==> config.mk <==
export PLATFORM = sky130hd
export DESIGN_NAME = alu_issue_flat
export DESIGN_NICKNAME = d
export VERILOG_FILES = /design/src/rtl/alu_issue_if.sv /design/src/rtl/alu_issue.sv /design/src/flat_wrapper.sv
export SDC_FILE = /design/constraint.sdc
export NUM_CORES = 1
export LEC_CHECK = 0
export CORE_MARGIN = 2
export CORE_UTILIZATION = 40
export CTS_BUF_LIST = sky130_fd_sc_hd__clkbuf_2 sky130_fd_sc_hd__clkbuf_4 sky130_fd_sc_hd__clkbuf_8
export CTS_CLUSTER_SIZE = 14
export DETAILED_ROUTE_END_ITERATION = 10
export HOLD_SLACK_MARGIN = 0.12
export PLACE_DENSITY = 0.63
export SYNTH_ARGS = -nofsm -noshare
export SYNTH_HDL_FRONTEND = slang
export SYNTH_SLANG_ARGS = --single-unit
export TNS_END_PERCENT = 10
==> constraint.sdc <==
create_clock -name clk -period 6.8 [get_ports clk]
set_input_delay 0.68 -clock clk [delete_from_list [all_inputs] [get_ports clk]]
set_output_delay 0.68 -clock clk [all_outputs]
set_load 0.05 [all_outputs]
==> src/rtl/alu_issue_if.sv <==
// Operand/control handshake bundle between register read, the issue buffer and the ALU.
interface alu_issue_if;
  logic [31:0] instr;
  logic [31:0] rs_data;
  logic [31:0] rt_data;
  logic        in_valid;
  logic        in_ready;
  logic        out_valid;
  logic        out_ready;
  logic [31:0] rega;
  logic [31:0] regb;
  logic [3:0]  alu_ctrl_s;
  logic [4:0]  dest;
  logic        illegal;

  modport slave (
    input  instr, rs_data, rt_data, in_valid, out_ready,
    output in_ready, out_valid, rega, regb, alu_ctrl_s, dest, illegal
  );

  modport master (
    output instr, rs_data, rt_data, in_valid, out_ready,
    input  in_ready, out_valid, rega, regb, alu_ctrl_s, dest, illegal
  );
endinterface

==> src/rtl/alu_issue.sv <==
// Decodes MIPS R/I-type ALU instructions into opcode + operands and buffers
// the result in a 2-entry valid/ready FIFO feeding the execute stage.
module alu_issue #(
  parameter int DEPTH = 2
) (
  input  logic        clk,
  input  logic        rst,
  input  logic        flush,
  alu_issue_if.slave  bus
);

  localparam logic [1:0] FullCount = 2'(DEPTH);

  typedef struct packed {
    logic [31:0] rega;
    logic [31:0] regb;
    logic [3:0]  op;
    logic [4:0]  dest;
    logic        illegal;
  } payload_t;

  logic [5:0]  opcode;
  logic [5:0]  funct;
  logic [4:0]  shamt;
  logic [31:0] immSext;
  logic [31:0] immZext;
  logic        unusedBits;

  assign opcode     = bus.instr[31:26];
  assign funct      = bus.instr[5:0];
  assign shamt      = bus.instr[10:6];
  assign immSext    = {{16{bus.instr[15]}}, bus.instr[15:0]};
  assign immZext    = {16'b0, bus.instr[15:0]};
  assign unusedBits = ^bus.instr[25:21];

  payload_t decoded;
  logic     decLegal;
  logic     shamtSel;
  logic     isLui;

  always_comb begin
    decoded  = '0;
    decLegal = 1'b0;
    shamtSel = 1'b0;
    isLui    = 1'b0;
    decoded.op = 4'd15;
    if (opcode == 6'h00) begin
      decLegal = 1'b1;
      case (funct)
        6'h20:   decoded.op = 4'd0;
        6'h21:   decoded.op = 4'd1;
        6'h22:   decoded.op = 4'd2;
        6'h23:   decoded.op = 4'd3;
        6'h24:   decoded.op = 4'd4;
        6'h27:   decoded.op = 4'd5;
        6'h25:   decoded.op = 4'd6;
        6'h26:   decoded.op = 4'd7;
        6'h00:   begin decoded.op = 4'd8;  shamtSel = 1'b1; end
        6'h04:   decoded.op = 4'd9;
        6'h02:   begin decoded.op = 4'd10; shamtSel = 1'b1; end
        6'h06:   decoded.op = 4'd11;
        6'h03:   begin decoded.op = 4'd12; shamtSel = 1'b1; end
        6'h07:   decoded.op = 4'd13;
        6'h2A:   decoded.op = 4'd14;
        default: decLegal = 1'b0;
      endcase
      if (decLegal) begin
        decoded.rega = shamtSel ? {27'b0, shamt} : bus.rs_data;
        decoded.regb = bus.rt_data;
        decoded.dest = bus.instr[15:11];
      end
    end else begin
      decLegal = 1'b1;
      case (opcode)
        6'h08:   begin decoded.op = 4'd0;  decoded.regb = immSext; end
        6'h09:   begin decoded.op = 4'd1;  decoded.regb = immSext; end
        6'h0A:   begin decoded.op = 4'd14; decoded.regb = immSext; end
        6'h0C:   begin decoded.op = 4'd4;  decoded.regb = immZext; end
        6'h0D:   begin decoded.op = 4'd6;  decoded.regb = immZext; end
        6'h0E:   begin decoded.op = 4'd7;  decoded.regb = immZext; end
        6'h0F:   begin decoded.op = 4'd8;  decoded.regb = immZext; isLui = 1'b1; end
        default: decLegal = 1'b0;
      endcase
      if (decLegal) begin
        decoded.rega = isLui ? 32'd16 : bus.rs_data;
        decoded.dest = bus.instr[20:16];
      end
    end
    decoded.illegal = ~decLegal;
  end

  payload_t   mem_q [2];
  logic [1:0] count_q, count_d;
  logic       wrPtr_q, rdPtr_q;
  logic       push, pop;

  assign bus.in_ready  = (count_q != FullCount);
  assign bus.out_valid = (count_q != 2'd0);
  assign push = bus.in_valid & bus.in_ready;
  assign pop  = bus.out_valid & bus.out_ready;
  assign count_d = count_q + {1'b0, push} - {1'b0, pop};

  // Flush clears only the occupancy; stale storage is never visible since outputs gate on out_valid.
  always_ff @(posedge clk) begin
    if (rst) begin
      count_q  <= 2'd0;
      wrPtr_q  <= 1'b0;
      rdPtr_q  <= 1'b0;
      mem_q[0] <= '0;
      mem_q[1] <= '0;
    end else if (flush) begin
      count_q <= 2'd0;
      wrPtr_q <= 1'b0;
      rdPtr_q <= 1'b0;
    end else begin
      count_q <= count_d;
      if (push) begin
        mem_q[wrPtr_q] <= decoded;
        wrPtr_q        <= ~wrPtr_q;
      end
      if (pop) begin
        rdPtr_q <= ~rdPtr_q;
      end
    end
  end

  payload_t head;
  assign head = bus.out_valid ? mem_q[rdPtr_q] : '0;

  assign bus.rega       = head.rega;
  assign bus.regb       = head.regb;
  assign bus.alu_ctrl_s = head.op;
  assign bus.dest       = head.dest;
  assign bus.illegal    = head.illegal;

endmodule
==> src/flat_wrapper.sv <==
// flat-port wrapper written by rule: the top's interface ports become plain ports
module alu_issue_flat 
#(
  parameter int DEPTH = 2
)
  (clk, rst, flush, bus_instr, bus_rs_data, bus_rt_data, bus_in_valid, bus_out_ready, bus_in_ready, bus_out_valid, bus_rega, bus_regb, bus_alu_ctrl_s, bus_dest, bus_illegal);
  alu_issue_if bus_i ();
  input  logic clk;
  input  logic rst;
  input  logic flush;
  input wire logic [$bits(bus_i.instr)-1:0] bus_instr;
  input wire logic [$bits(bus_i.rs_data)-1:0] bus_rs_data;
  input wire logic [$bits(bus_i.rt_data)-1:0] bus_rt_data;
  input wire logic [$bits(bus_i.in_valid)-1:0] bus_in_valid;
  input wire logic [$bits(bus_i.out_ready)-1:0] bus_out_ready;
  output wire logic [$bits(bus_i.in_ready)-1:0] bus_in_ready;
  output wire logic [$bits(bus_i.out_valid)-1:0] bus_out_valid;
  output wire logic [$bits(bus_i.rega)-1:0] bus_rega;
  output wire logic [$bits(bus_i.regb)-1:0] bus_regb;
  output wire logic [$bits(bus_i.alu_ctrl_s)-1:0] bus_alu_ctrl_s;
  output wire logic [$bits(bus_i.dest)-1:0] bus_dest;
  output wire logic [$bits(bus_i.illegal)-1:0] bus_illegal;
  assign bus_i.instr = bus_instr;
  assign bus_i.rs_data = bus_rs_data;
  assign bus_i.rt_data = bus_rt_data;
  assign bus_i.in_valid = bus_in_valid;
  assign bus_i.out_ready = bus_out_ready;
  assign bus_in_ready = bus_i.in_ready;
  assign bus_out_valid = bus_i.out_valid;
  assign bus_rega = bus_i.rega;
  assign bus_regb = bus_i.regb;
  assign bus_alu_ctrl_s = bus_i.alu_ctrl_s;
  assign bus_dest = bus_i.dest;
  assign bus_illegal = bus_i.illegal;
  alu_issue #(.DEPTH(DEPTH)) u_core (.clk(clk), .rst(rst), .flush(flush), .bus(bus_i));
endmodule
==> summary.md <==
| Metric | Value |
|---|---|
| Post-CTS setup buffer count | 0 |
| Arr. time, crit path | 3.11 ns |
| WL final | 18300 um |
| Synthesized instance count | approximately 610 |
| H-tree levels | 4 |
| Max Clock Freq | 264 MHz |
| Max Fanout on Critical Path | 42 |
| Crit start category | flip-flop |
| Via density | 5.30 |
| Rows | 49 |
| Skew-Pair Late Insertion Delay | 0.45 ns |
| IO buf count | 171 |
| P per Cell Area | 233 nW/um2 |
| Worst EP required | around 6 ns |
| Peak supply drop | roughly 0.12 mV |
| N_diodes | 0 |
| Initial Util | between 40% and 50% |
| Max-slew headroom | 17.7% |
| Fin. Hold Viols | 0 |
| Syn_nets | ~710 |
| Register area share after synthesis | 63.0% |
| Tcrit/Tclk final | between 50% and 60% |
| Vias in the first global route | 5443 |
| Commonest non-fill, non-tap cell in the layout | clkdlybuf4s50_1 |
| Die Ht | between 100 and 150 um |
| Critical Path Sink Type | primary output |
| Max-slew violations | 0 |
| Worst Tran Pin Value | ~1.2 ns |
| DIE AREA | 19100 um2 |
| Core Footprint | 17800 um2 |
| DRT iter0 DRCs | around 360 |
| Gpl congestion | 0.837 |
| Tot Pwr | 2.22 mW |
| Tightest Hold Check Type | reg -> reg |
| # IOs | 177 |
| Static leakage | 3.31 nW |
| GRT overflow | 0 |
| Antenna violations before repair | 0 |
| Clk_skew | between 0.01 and 0.015 ns |
| Remaining DRCs | 0 |
| Min Tclk post-route | around 3.8 ns |
| Total GRT Usage | 19.1% |
| Most frequent cells in the layout | clkdlybuf4s50_1, nor2_1, edfxtp_1 |
| Hold buffers post-CTS | 0 |
| Yosys cell types | 35 |
| Syn. warnings | 0 |
| Synth Register Bits | 153 |
| Final setup fails | 0 |
| Post-CTS sizing | 0 |
| Fraction of layout cells with a size suffix above 1 | 5.71% |
| Status | finished, final reports clean |
| DP HPWL | 11300 um |
| WL/cell | roughly 18 um |
| Layout net count | 861 |
| Post-Syn Area | a little over 7000 um2 |
| First-pass GRT wire length | 28800 um |
| Dominant synthesized flop cell | edfxtp_1 |
| Antenna Nets Post-Route | 0 |
| Vias | 5291 |
| Setup repair after global routing missed its margin | false |
| CTS Buffer Depth | 2 |
| TritonCTS clock tree | yes |
| Cts bufs inserted | 17 |
| Setup CP Type | reg -> out |
| Largest net degree at the start of global routing | 75 |
| Reg clk slew, reported paths | 0.08 ns |
| Post-Syn Area per Cell | around 12 um2 |
| Clock root cell | clkbuf_8 |
| Synthesis-to-finish area growth | 32.1% |
| Async SR Flop Fraction | 0% |
| Max Cap Viol | 0 |
| Overall die width | 138 um |
| Drt first pass iters | 5 |
| CTS sink cnt | 153 |
| Post-synth EDFFs | 148 |
| Setup TNS | 0 ns |
-- final timing paths --
path / startpoint / end / slack (ns) / cells after the start
setup / recovery: flip-flop / bus_rega[0] / 3.01 / 4
hold / removal: u_core.rdPtr_q$_SDFFE_PP0P_ / flip-flop / 0.55 / 2
setup reg to reg: u_core.count_q[1]$_SDFF_PP0_ / u_core.count_q[1]$_SDFF_PP0_ / 3.90 / 10
hold reg to reg: u_core.rdPtr_q$_SDFFE_PP0P_ / flip-flop / 0.55 / 2
-- area by class of cell --
class                           instances  area (um2)
Fill cell                            1544        8310
Sequential cell                       153        4550
Multi-Input combinational cell        403        2470
Timing Repair Buffer                  177        1760
Tap cell                              229         287
Clock buffer                           18         241
Clock inverter                         13         200
Inverter                                6        22.5
-- kinds of logic (layout without fill, tap and decap cells) --
| family | after synthesis | count (layout) | share of synthesized area (%) |
|---|---|---|---|
| AND/OR/NAND/NOR | 257 | 257 | 16.3 |
| flip-flops | 153 | 153 | 63.0 |
| multiplexers | 75 | 75 | 10.4 |
| AO/OA/AOI/OAI | 65 | 65 | 6.24 |
| buffers and inverters | 53 | 214 | 3.24 |
| XOR/XNOR | 4 | 4 | 0.486 |
| adder cells (fa/ha/maj) | 2 | 2 | 0.347 |
-- cell usage after synthesis (2+ instances only) --
cell         n  area, um2
nand3b_1     2       15.0
xnor2_1      3       26.3
nand2b_1     5       31.3
a32o_1       9       90.1
nand3_1      5       25.0
buf_2       16       80.1
buf_6        2       22.5
edfxtp_1   148       4440
ha_1         2       25.0
a22oi_1     21        158
nor2_1     170        638
o2bb2ai_1    2       17.5
nor3_1       9       45.0
a21oi_1     21        105
buf_1        3       11.3
inv_1        6       22.5
clkbuf_1    26       97.6
dfxtp_1      5        100
nand2_1      4       15.0
and3_1      56        350
mux2i_1     75        751
o21ai_0      4       20.0
and2_1       3       18.8
-- metal layers --
layer / global-route usage (%) / part of all wire (%) / up-vias
li1: - / - / 2503
met1: 24.6 / 43 / 2595
met2: 33.1 / 51 / 180
met3: 4.05 / 5.3 / 13
met4: 4.73 / 0.85 / 0
met5: 0 / 0 / -
-- flip-flops by register name, summed over array words and instances (netlist names), named ones only --
signal and count:
u_core.count_q 2, u_core.mem_q 148, u_core.wrPtr_q 1, u_core.rdPtr_q 1
-- report_power, final --
part | switching (mW) | total [mW] | internal (mW) | leakage (nW)
clock | 0.341 | 0.779 | 0.437 | 0.218
combinational | 0.219 | 0.347 | 0.129 | 1.52
sequential | 0.0155 | 1.09 | 1.08 | 1.58
total | 0.576 | 2.22 | 1.64 | 3.31
-- worst max-delay path, stage by stage (launching register included) --
cell and delay [ns]:
dfxtp_4 0.75, buf_4 0.71, mux2i_1 0.18, nor2_1 0.12, clkdlybuf4s50_1 0.86
-- through the flow --
step / hold slack, ns / setup slack (ns) / instances / utilization [%] / cell area (um2)
floorplan: 0.518 / 3.29 / 609 / - / 7210
global placement: 0.522 / 3.43 / 968 / 50.9 / 9090
detailed placement: 0.535 / 3.41 / 968 / 50.9 / 9090
CTS: 0.548 / 2.91 / 999 / 53.4 / 9530
global route: 0.608 / 2.82 / 999 / 53.4 / 9530
finish: 0.552 / 3.01 / 999 / 53.4 / 9530
No activity file was read; power rests on OpenSTA's default activity.
